### src/rtl/rv_decode_pkg.sv
// Shared RISC-V decode definitions: opcodes, ALU operation codes and the
// control/fault bundles carried in the ID/EX register.
package rv_decode_pkg;

  localparam int REG_AW = 5;

  localparam logic [6:0] OP_R      = 7'b0110011;
  localparam logic [6:0] OP_IALU   = 7'b0010011;
  localparam logic [6:0] OP_LOAD   = 7'b0000011;
  localparam logic [6:0] OP_STORE  = 7'b0100011;
  localparam logic [6:0] OP_BRANCH = 7'b1100011;

  localparam logic [3:0] ALU_AND = 4'b0000;
  localparam logic [3:0] ALU_OR  = 4'b0001;
  localparam logic [3:0] ALU_ADD = 4'b0010;
  localparam logic [3:0] ALU_XOR = 4'b0011;
  localparam logic [3:0] ALU_SLL = 4'b0100;
  localparam logic [3:0] ALU_SRL = 4'b0101;
  localparam logic [3:0] ALU_SUB = 4'b0110;
  localparam logic [3:0] ALU_SRA = 4'b0111;
  localparam logic [3:0] ALU_SLT = 4'b1000;

  typedef struct packed {
    logic [3:0] alu_ctrl;
    logic       alu_src;
    logic       reg_write;
    logic       mem_read;
    logic       mem_to_reg;
    logic       mem_write;
    logic       branch;
  } ctrl_t;

  typedef struct packed {
    logic inv_op;
    logic inv_func;
    logic inv_reg;
  } fault_t;

  function automatic logic reg_out_of_range(input logic [REG_AW-1:0] r, input int num_regs);
    return int'(r) >= num_regs;
  endfunction

endpackage

### src/rtl/rv_decoder.sv
// Combinational RV32I/RV64I/RV32E decoder: control bits, sign-extended immediate,
// fault flags and which source registers the instruction actually reads.
module rv_decoder
  import rv_decode_pkg::*;
#(
  parameter int XLEN     = 64,
  parameter int NUM_REGS = 32
) (
  input  logic [31:0]     i_instr,
  output ctrl_t           o_ctrl,
  output logic [XLEN-1:0] o_imm,
  output fault_t          o_fault,
  output logic            o_use_rs1,
  output logic            o_use_rs2
);

  localparam logic       IS_RV32      = (XLEN == 32);
  localparam logic [2:0] LOAD_F3_MAX  = IS_RV32 ? 3'd2 : 3'd3;

  logic [6:0]        w_opcode;
  logic [2:0]        w_funct3;
  logic [6:0]        w_funct7;
  logic [REG_AW-1:0] w_rs1;
  logic [REG_AW-1:0] w_rs2;
  logic [REG_AW-1:0] w_rd;
  logic [XLEN-1:0]   w_imm_i;
  logic [XLEN-1:0]   w_imm_s;
  logic [XLEN-1:0]   w_imm_b;

  ctrl_t             w_ctrl;
  logic [XLEN-1:0]   w_imm;
  logic              w_inv_op;
  logic              w_inv_func;
  logic              w_inv_reg;
  logic              w_use_rs1;
  logic              w_use_rs2;
  logic              w_use_rd;
  logic              w_fault;

  assign w_opcode = i_instr[6:0];
  assign w_rd     = i_instr[11:7];
  assign w_funct3 = i_instr[14:12];
  assign w_rs1    = i_instr[19:15];
  assign w_rs2    = i_instr[24:20];
  assign w_funct7 = i_instr[31:25];

  assign w_imm_i = {{(XLEN-12){i_instr[31]}}, i_instr[31:20]};
  assign w_imm_s = {{(XLEN-12){i_instr[31]}}, i_instr[31:25], i_instr[11:7]};
  assign w_imm_b = {{(XLEN-13){i_instr[31]}}, i_instr[31], i_instr[7],
                    i_instr[30:25], i_instr[11:8], 1'b0};

  always_comb begin
    w_ctrl     = '0;
    w_imm      = '0;
    w_inv_op   = 1'b0;
    w_inv_func = 1'b0;
    w_use_rs1  = 1'b1;
    w_use_rs2  = 1'b0;
    w_use_rd   = 1'b0;
    case (w_opcode)
      OP_R: begin
        w_ctrl.reg_write = 1'b1;
        w_use_rs2        = 1'b1;
        w_use_rd         = 1'b1;
        case ({w_funct7, w_funct3})
          10'b0000000_000: w_ctrl.alu_ctrl = ALU_ADD;
          10'b0100000_000: w_ctrl.alu_ctrl = ALU_SUB;
          10'b0000000_001: w_ctrl.alu_ctrl = ALU_SLL;
          10'b0000000_010: w_ctrl.alu_ctrl = ALU_SLT;
          10'b0000000_100: w_ctrl.alu_ctrl = ALU_XOR;
          10'b0000000_101: w_ctrl.alu_ctrl = ALU_SRL;
          10'b0100000_101: w_ctrl.alu_ctrl = ALU_SRA;
          10'b0000000_110: w_ctrl.alu_ctrl = ALU_OR;
          10'b0000000_111: w_ctrl.alu_ctrl = ALU_AND;
          default:         w_inv_func      = 1'b1;
        endcase
      end
      OP_IALU: begin
        w_ctrl.reg_write = 1'b1;
        w_ctrl.alu_src   = 1'b1;
        w_use_rd         = 1'b1;
        w_imm            = w_imm_i;
        case (w_funct3)
          3'b000: w_ctrl.alu_ctrl = ALU_ADD;
          3'b010: w_ctrl.alu_ctrl = ALU_SLT;
          3'b100: w_ctrl.alu_ctrl = ALU_XOR;
          3'b110: w_ctrl.alu_ctrl = ALU_OR;
          3'b111: w_ctrl.alu_ctrl = ALU_AND;
          3'b001: begin
            w_ctrl.alu_ctrl = ALU_SLL;
            w_inv_func      = (i_instr[31:26] != 6'b000000) || (IS_RV32 && i_instr[25]);
          end
          3'b101: begin
            // shamt is 6 bits on RV64; bit 25 belongs to the shift amount there
            if (i_instr[31:26] == 6'b000000)      w_ctrl.alu_ctrl = ALU_SRL;
            else if (i_instr[31:26] == 6'b010000) w_ctrl.alu_ctrl = ALU_SRA;
            else                                  w_inv_func      = 1'b1;
            if (IS_RV32 && i_instr[25])           w_inv_func      = 1'b1;
          end
          default: w_inv_func = 1'b1;
        endcase
      end
      OP_LOAD: begin
        w_ctrl.alu_ctrl   = ALU_ADD;
        w_ctrl.alu_src    = 1'b1;
        w_ctrl.reg_write  = 1'b1;
        w_ctrl.mem_read   = 1'b1;
        w_ctrl.mem_to_reg = 1'b1;
        w_use_rd          = 1'b1;
        w_imm             = w_imm_i;
        w_inv_func        = (w_funct3 > LOAD_F3_MAX);
      end
      OP_STORE: begin
        w_ctrl.alu_ctrl  = ALU_ADD;
        w_ctrl.alu_src   = 1'b1;
        w_ctrl.mem_write = 1'b1;
        w_use_rs2        = 1'b1;
        w_imm            = w_imm_s;
      end
      OP_BRANCH: begin
        w_ctrl.alu_ctrl = ALU_SUB;
        w_ctrl.branch   = 1'b1;
        w_use_rs2       = 1'b1;
        w_imm           = w_imm_b;
      end
      default: w_inv_op = 1'b1;
    endcase
  end

  assign w_inv_reg = (w_use_rs1 && reg_out_of_range(w_rs1, NUM_REGS)) ||
                     (w_use_rs2 && reg_out_of_range(w_rs2, NUM_REGS)) ||
                     (w_use_rd  && reg_out_of_range(w_rd,  NUM_REGS));

  assign w_fault = w_inv_op || w_inv_func || w_inv_reg;

  // Faulting instructions still reach EX, but must not cause architectural side effects
  always_comb begin
    o_ctrl = w_ctrl;
    if (w_fault) begin
      o_ctrl.reg_write = 1'b0;
      o_ctrl.mem_read  = 1'b0;
      o_ctrl.mem_write = 1'b0;
      o_ctrl.branch    = 1'b0;
    end
  end

  assign o_imm            = w_imm;
  assign o_fault.inv_op   = w_inv_op;
  assign o_fault.inv_func = w_inv_func;
  assign o_fault.inv_reg  = w_inv_reg;
  assign o_use_rs1        = w_use_rs1;
  assign o_use_rs2        = w_use_rs2;

endmodule

### src/rtl/id_stage_pipe.sv
// Registered decode stage: one cycle from acceptance to ex_*, 1 instr/cycle; if_ready
// drops on EX backpressure, load-use hazard (bubble inserted) or flush.
module id_stage_pipe
  import rv_decode_pkg::*;
#(
  parameter int XLEN     = 64,
  parameter int NUM_REGS = 32
) (
  input  logic              clk,
  input  logic              rst_n,
  input  logic              if_valid,
  output logic              if_ready,
  input  logic [31:0]       if_instr,
  input  logic [XLEN-1:0]   if_pc,
  input  logic              flush,
  output logic              ex_valid,
  input  logic              ex_ready,
  output logic [XLEN-1:0]   ex_pc,
  output logic [REG_AW-1:0] ex_rs1,
  output logic [REG_AW-1:0] ex_rs2,
  output logic [REG_AW-1:0] ex_rd,
  output logic [XLEN-1:0]   ex_imm,
  output logic [3:0]        ex_alu_ctrl,
  output logic              ex_alu_src,
  output logic              ex_reg_write,
  output logic              ex_mem_read,
  output logic              ex_mem_to_reg,
  output logic              ex_mem_write,
  output logic              ex_branch,
  output logic              ex_inv_op,
  output logic              ex_inv_func,
  output logic              ex_inv_reg
);

  ctrl_t             w_ctrl;
  logic [XLEN-1:0]   w_imm;
  fault_t            w_fault;
  logic              w_use_rs1;
  logic              w_use_rs2;
  logic              w_advance;
  logic              w_hazard;
  logic              w_load;

  logic              r_valid;
  logic [XLEN-1:0]   r_pc;
  logic [REG_AW-1:0] r_rs1;
  logic [REG_AW-1:0] r_rs2;
  logic [REG_AW-1:0] r_rd;
  logic [XLEN-1:0]   r_imm;
  ctrl_t             r_ctrl;
  fault_t            r_fault;

  rv_decoder #(
    .XLEN     (XLEN),
    .NUM_REGS (NUM_REGS)
  ) u_decoder (
    .i_instr   (if_instr),
    .o_ctrl    (w_ctrl),
    .o_imm     (w_imm),
    .o_fault   (w_fault),
    .o_use_rs1 (w_use_rs1),
    .o_use_rs2 (w_use_rs2)
  );

  assign w_advance = !r_valid || ex_ready;

  assign w_hazard = r_valid && r_ctrl.mem_read && (r_rd != '0) &&
                    ((w_use_rs1 && (if_instr[19:15] == r_rd)) ||
                     (w_use_rs2 && (if_instr[24:20] == r_rd)));

  assign if_ready = w_advance && !w_hazard && !flush;
  assign w_load   = if_valid && if_ready;

  // A hazard with ex_ready high advances with w_load=0, which is the bubble
  always_ff @(posedge clk or negedge rst_n) begin
    if (!rst_n) begin
      r_valid <= 1'b0;
      r_pc    <= '0;
      r_rs1   <= '0;
      r_rs2   <= '0;
      r_rd    <= '0;
      r_imm   <= '0;
      r_ctrl  <= '0;
      r_fault <= '0;
    end else begin
      if (flush) begin
        r_valid <= 1'b0;
      end else if (w_advance) begin
        r_valid <= w_load;
      end
      if (w_load) begin
        r_pc    <= if_pc;
        r_rs1   <= if_instr[19:15];
        r_rs2   <= if_instr[24:20];
        r_rd    <= if_instr[11:7];
        r_imm   <= w_imm;
        r_ctrl  <= w_ctrl;
        r_fault <= w_fault;
      end
    end
  end

  assign ex_valid      = r_valid;
  assign ex_pc         = r_pc;
  assign ex_rs1        = r_rs1;
  assign ex_rs2        = r_rs2;
  assign ex_rd         = r_rd;
  assign ex_imm        = r_imm;
  assign ex_alu_ctrl   = r_ctrl.alu_ctrl;
  assign ex_alu_src    = r_ctrl.alu_src;
  assign ex_reg_write  = r_ctrl.reg_write;
  assign ex_mem_read   = r_ctrl.mem_read;
  assign ex_mem_to_reg = r_ctrl.mem_to_reg;
  assign ex_mem_write  = r_ctrl.mem_write;
  assign ex_branch     = r_ctrl.branch;
  assign ex_inv_op     = r_fault.inv_op;
  assign ex_inv_func   = r_fault.inv_func;
  assign ex_inv_reg    = r_fault.inv_reg;

endmodule

### config.mk
export PLATFORM = sky130hd
export DESIGN_NAME = id_stage_pipe
export DESIGN_NICKNAME = d
export VERILOG_FILES = /design/src/rtl/rv_decode_pkg.sv /design/src/rtl/rv_decoder.sv /design/src/rtl/id_stage_pipe.sv
export SDC_FILE = /design/constraint.sdc
export NUM_CORES = 1
export LEC_CHECK = 0
export ABC_AREA = 1
export CAP_MARGIN = 30
export CORE_UTILIZATION = 40
export CTS_CLUSTER_SIZE = 8
export DETAILED_ROUTE_END_ITERATION = 7
export GPL_TIMING_DRIVEN = 1
export HOLD_SLACK_MARGIN = 0.05
export PLACE_DENSITY = 0.86
export SYNTH_ARGS = -nofsm -noshare
export SYNTH_HDL_FRONTEND = slang
export SYNTH_SLANG_ARGS = --single-unit
### constraint.sdc
create_clock -name clk -period 1.9 [get_ports clk]
set_input_delay 0.475 -clock clk [delete_from_list [all_inputs] [get_ports clk]]
set_output_delay 0.475 -clock clk [all_outputs]
set_load 0.01 [all_outputs]
==> flow_summary.json <==
{
  "cts_tree": "done",
  "clock_latency_ns": 0.35,
  "wire_per_inst_um": 16.6,
  "gp_congestion": 0.865,
  "grt.total_usage": 0.241,
  "area_growth_pct": 69.7,
  "cp_top_family": "flip-flops",
  "fp-row-count": 40,
  "cts.sinks": 105,
  "arrival_ns": 1.57,
  "drv_cap": 0,
  "dp_hpwl_um": 11900,
  "largest_reg_flops": 64,
  "synth.net_count": 737,
  "slowest_delay_ns": 0.44,
  "fin_hold_ws_ns": 0.467,
  "failed_checks": "setup timing",
  "path_cells": "inv_1, nand2_1, a21oi_2, nand3_2, nand2_4, a21boi_4, buf_6",
  "drive_above_1_share": 0.180,
  "cellLeakagePower_nw": 4.41,
  "place_area_mm2": 0.00787,
  "start_kind": "flop",
  "end_kind": "output port",
  "rsz0062_at_grt": "true",
  "ys_types": 26,
  "worstPathBufferInverterCount": 2,
  "grt_max_degree": 68,
  "p_per_area_mw_per_mm2": 721,
  "top_level_ports": 259,
  "worstPathRequired_ns": 1.42,
  "core_mm2": 0.0123,
  "multi_input_area_mm2": 0.00205,
  "layout.nets": 1007,
  "syn_avg_cell_area_um2": 8.05,
  "vdd_drop_max_uv": 718,
  "period_minus_slack_ns": 2.04,
  "status": "finished with violations",
  "antenna_left": 0,
  "drt_wl_total_um": 18000,
  "skew_ns": 0.00820,
  "synth_area_mm2": 0.00512,
  "clkSlewWorstSetupHoldPaths_ns": 0.07,
  "place.port_buffers": 257,
  "viasPerCell": 4.89,
  "synth_cells": 636,
  "cts_buffers": 9,
  "grt_pass1_vias": 4836,
  "cts_buffer_depth": 2,
  "drt_iter0_drc": 333,
  "fin_crit_sh": 1.07,
  "die_area_mm2": 0.0133,
  "htreeDepth": 3,
  "clockRootBuffer": "clkbuf_16",
  "firstDrtPassIters": 4,
  "setup_viol": 1,
  "chipWidth_um": 115,
  "gr-total-overflow": 0,
  "fin_area_mm2": 0.00869,
  "drv_slew": 0,
  "vias": 5272,
  "antenna_found_initial": 0,
  "chipHeight_um": 115,
  "power.total_mw": 6.26,
  "setup_ws_ns": -0.141,
  "drcViolationCount": 0,
  "path_class": "flop to output port",
  "ys_ff_latch": 105,
  "hp-class": "primary input to flop",
  "finalSetupTns_ns": -0.141,
  "yosysWarnings": 0,
  "n_fill_cell": 921,
  "max_freq_ghz": 0.490,
  "num_antenna_cells": 0,
  "start_util": 0.418,
  "crit_path_top_delay_cell": "dfrtp_1",
  "grt_pass1_wl_um": 24500,
  "hold_viol": 0,
  "cp_max_fo": 4,
  "ff_latch_area_mm2": 0.00263,
  "post-route-util": 0.709,
  "ys_seq_area_frac": 0.513
}
## cell usage in the layout (no fill, tap or decap), types with 5 or more instances in the layout
cell type	n
nand2_1	208
clkdlybuf4s50_1	180
dfrtp_1	101
nand3_1	88
dlygate4sd2_1	70
buf_4	55
nor2_1	26
o21ai_1	24
inv_1	22
nand2_2	21
clkbuf_16	15
buf_6	12
buf_12	9
inv_2	6
nand3_2	6
a21oi_2	5
o21ai_0	5
## path summary, 6_finish.rpt
kind | start | end | slack (ns) | cells after the start
min in group asynchronous | rst_n | ex_pc[51]$_DFFE_PN0P_ | 0.60 | 2
min | if_instr[19] | ex_rs1[4]$_DFFE_PN0P_ | 0.47 | 3
max in group asynchronous | rst_n | ex_rd[0]$_DFFE_PN0P_ | 0.72 | 3
max | ex_rd[1]$_DFFE_PN0P_ | if_ready | -0.14 | 7
max reg2reg | ex_rd[4]$_DFFE_PN0P_ | ex_rs1[2]$_DFFE_PN0P_ | 0 | 11
min reg2reg | ex_pc[7]$_DFFE_PN0P_ | ex_pc[7]$_DFFE_PN0P_ | 0.48 | 2
## cell families (layout without fill, tap and decap cells)
logic type                Yosys count  in the layout  synth area share
and+or+nand+nor                   366            367             0.297
AOI/OAI and AO/OA                  45             45            0.0484
xor gates and xnor gates            7              7            0.0120
other                               1              1          0.000732
DFF                               105            105             0.513
buffers and inverters             112            386             0.129
## synthesized netlist by cell type
cell type / instances / share of area
a21boi_1: 1 / 0.0015
a22oi_1: 4 / 0.0059
nor2_4: 1 / 0.0022
conb_1: 1 / 0.00073
clkbuf_1: 9 / 0.0066
o21bai_1: 1 / 0.0015
a21oi_1: 7 / 0.0068
nand3b_1: 2 / 0.0029
o211ai_1: 3 / 0.0044
nand4_1: 1 / 0.0012
buf_6: 1 / 0.0022
xnor2_1: 2 / 0.0034
nand2_1: 233 / 0.17
nor3_1: 3 / 0.0029
inv_2: 1 / 0.00073
o21ai_0: 5 / 0.0049
buf_4: 57 / 0.084
nor2_1: 31 / 0.023
xor2_1: 5 / 0.0085
inv_1: 27 / 0.020
nand3_1: 94 / 0.092
buf_2: 16 / 0.016
clkbuf_2: 1 / 0.00098
dfrtp_1: 105 / 0.51
nand3_2: 1 / 0.0020
o21ai_1: 24 / 0.023
## what timing repair did
action,in CTS,in global routing
hold endpoints to repair,21,0
gates resized for setup,98,71
pin swaps,13,20
setup endpoints to repair,162,106
hold buffers,1,0
cloned,1,9
setup buffers,9,10
## metrics by stage
step	cells	worst slack [ns]
after floorplan	636	0.0293
after global placement	1034	-0.799
after detailed placement	1034	-0.791
after CTS	1061	-0.176
after global routing	1079	-0.216
final	1079	-0.141
## per-layer routing
| layer | part of all wire | track usage | vias to the layer above |
|---|---|---|---|
| met3 | 0.065 | 0.0575 | 33 |
| met1 | 0.41 | 0.290 | 2477 |
| met5 | 0 | 0 | - |
| met2 | 0.50 | 0.421 | 233 |
| met4 | 0.028 | 0.0823 | 0 |
| li1 | - | - | 2529 |
## area by class of cell
class / instances / area share
clock buffer: 10 / 0.0263
clock inverter: 6 / 0.00590
inverter: 28 / 0.0121
multi-input combinational: 420 / 0.236
sequential: 105 / 0.303
tap: 168 / 0.0242
timing repair buffer: 342 / 0.393
## power by group
part / switching [mW] / total (mW) / internal, mW / leakage, nW
clock network: 0.864 / 1.77 / 0.906 / 0.127
registers: 0.200 / 2.70 / 2.50 / 1.33
logic: 0.799 / 1.79 / 0.993 / 2.95
total: 1.86 / 6.26 / 4.40 / 4.41
## worst min-delay path, stage by stage
cell and delay [ns]:
dlymetal6s2s_1 0.16, nand3_1 0.09, nand2_1 0.04
Note: power is estimated with default switching activity, not from simulation.
==> RTL edit: new RTL, same settings <==
`XLEN` is set to 64 in 2 places; all go to 128.
--- a/src/rtl/rv_decoder.sv
+++ b/src/rtl/rv_decoder.sv
@@ -3,7 +3,7 @@
 module rv_decoder
   import rv_decode_pkg::*;
 #(
-  parameter int XLEN     = 64,
+  parameter int XLEN     = 128,
   parameter int NUM_REGS = 32
 ) (
   input  logic [31:0]     i_instr,
--- a/src/rtl/id_stage_pipe.sv
+++ b/src/rtl/id_stage_pipe.sv
@@ -3,7 +3,7 @@
 module id_stage_pipe
   import rv_decode_pkg::*;
 #(
-  parameter int XLEN     = 64,
+  parameter int XLEN     = 128,
   parameter int NUM_REGS = 32
 ) (
   input  logic              clk,
Interface: changed (resized ex_imm, ex_pc and if_pc); port bits go from 259 to 451. The function was not compared with the original's and may differ.
==> RTL edit against the original RTL <==
The run still ends with setup timing left. Setup slack worse by 0.21 ns. Via count rose by 54%. Area after synthesis rose by 54%. Final area grew 58%. Total power grew 73%. Sequential cell count up 64. Wire length increased by 76%. Critical path depth grew 2. Largest power group unchanged.
==> RTL edit: results <==
{
  "violations": "setup timing",
  "antenna_found_initial": 5,
  "min_to": "ex_rs2[2]",
  "hold_class": "input port to register",
  "ys_warn_count": 0,
  "r2r_start": "ex_rd[0]",
  "finalClockSkew_ns": 0.02348,
  "crit_family": "simple AND/OR/NAND/NOR gates",
  "cts_buffers": 17,
  "regToRegSetupSlack_ns": -0.19,
  "largest_reg_flops": 128,
  "leakagePower_uw": 0.007108,
  "clockBufferDepth": 2,
  "ys.flop_type": "dfrtp_1",
  "synth.area.top_cells": "dfrtp_1 54%, nand2_1 24%, buf_4 13%",
  "arrival_ns": 1.77,
  "htreeDepth": 4,
  "dp_hpwl_um": 20020,
  "clk-insertion-delay-late_ns": 0.44,
  "post_drt_wl_per_cell_um": 18.84,
  "routed_wl_um": 31620,
  "path_max_fanout": 4,
  "syn_avg_cell_area_um2": 8.184,
  "postPlaceCellArea_um2": 12260,
  "nets": 1565,
  "holdCritStartpoint": "if_instr[22]",
  "dp_cells": 1590,
  "cp_slowest_cell": "dfrtp_2",
  "reg2regPathDepth": 15,
  "setup_viol": 173,
  "clk_pin_slew_worst_paths_ns": 0.07,
  "syn_nets": 1128,
  "grt_pass1_wl_um": 42920,
  "drtPass1Iterations": 5,
  "peakVddDrop_v": 0.0006575,
  "synth_common_cells": "507 x nand2_1, 169 x dfrtp_1, 135 x buf_4",
  "gp_congestion": 0.8446,
  "routed_via_density": 4.839,
  "synthArstFlopShare": 1.000,
  "cp_slowest_stage_delay_ns": 0.45,
  "drt_iter0_markers": 419,
  "status": "complete, but fails checks",
  "synth.distinct_cells": 23,
  "post_route_cells_drive_above_1_share": 0.2159,
  "grt_pass1_vias": 7869,
  "yosysSeqAreaShare": 0.5366,
  "whs_path_depth": 3,
  "setup_slack_ns": -0.3483,
  "tns_ns": -14.02,
  "grt_max_degree": 53,
  "numPortBuffers": 449,
  "r2r_end": "ex_pc[93]",
  "grtUsageTotal": 0.2834,
  "root_buffer": "clkbuf_16"
}
[RTL edit: changes by cell type after synthesis, sizes merged, moves of 3 or more]
cell    unedited run  this run
buf               74       150
nand3             95        11
xnor2              2         5
nand2            233       507
clkbuf            10         2
xor2               5         1
dfrtp            105       169
[RTL edit: logic make-up after synthesis]
family	Yosys count	synth area share
AO/OA/AOI/OAI	46	0.03143
XOR/XNOR	6	0.006668
buffers and inverters	182	0.1534
flip-flops	169	0.5366
other	1	0.0004758
AND/OR/NAND/NOR	559	0.2715
[RTL edit: what timing repair did]
| action | 4_1_cts | 5_1_grt |
|---|---|---|
| endpoints found under the hold margin | 34 | 0 |
| resized for setup | 432 | 149 |
| cloned | 13 | 15 |
| setup endpoints to repair | 279 | 253 |
| setup buffers | 14 | 15 |
| pin swaps | 15 | 14 |
| hold buffers | 1 | 0 |
[RTL edit: through the flow]
step | worst slack, ns | hold slack, ns | total power (uW)
floorplan | 0.2146 | 0.1794 | 5310
global placement | -0.7382 | 0.4070 | 7036
detailed placement | -0.7888 | 0.4090 | 7107
CTS | -0.3324 | 0.4835 | 10640
global route | -0.4103 | 0.4101 | 11220
finish | -0.3483 | 0.4025 | 10820
[RTL edit: area by class of cell]
type	instances	area, um2
antenna	5	12.51
inverter	30	112.6
sequential	169	4238
tap	260	325.3
clock inverter	15	156.4
multi-input combinational	613	2600
clock buffer	17	425.4
fill	1344	5264
timing repair buffer	569	5884
[RTL edit: layer usage]
layer / wire length, um / track usage / up-vias
li1: - / - / 3709
met1: 10270 / 0.2847 / 3811
met2: 16780 / 0.5075 / 461
met3: 2529 / 0.07873 / 137
met4: 2023 / 0.1969 / 2
met5: 11 / 0 / -
[RTL edit: tightest hold or removal path: stages]
cell and delay, ns:
dlymetal6s2s_1 0.15, inv_1 0.09, o21ai_1 0.07
[RTL edit: power by group]
group | total (uW) | switching (uW) | internal, uW
combinational | 3000 | 1330 | 1660
clock | 3440 | 1690 | 1750
sequential | 4380 | 317 | 4070
total | 10800 | 3340 | 7480
[RTL edit: worst max path at each step]
stage	from	endpoint	slack [ns]	cells past startpoint
3_5_place_dp	if_instr[3]	if_ready	-0.79	12
2_1_floorplan	ex_imm[126]	ex_imm[100]	0.21	1
3_3_place_gp	if_instr[1]	if_ready	-0.74	11
4_1_cts	ex_rd[0]	if_ready	-0.33	10
6_report	ex_rd[0]	if_ready	-0.35	9
5_1_grt	ex_rd[0]	if_ready	-0.41	9
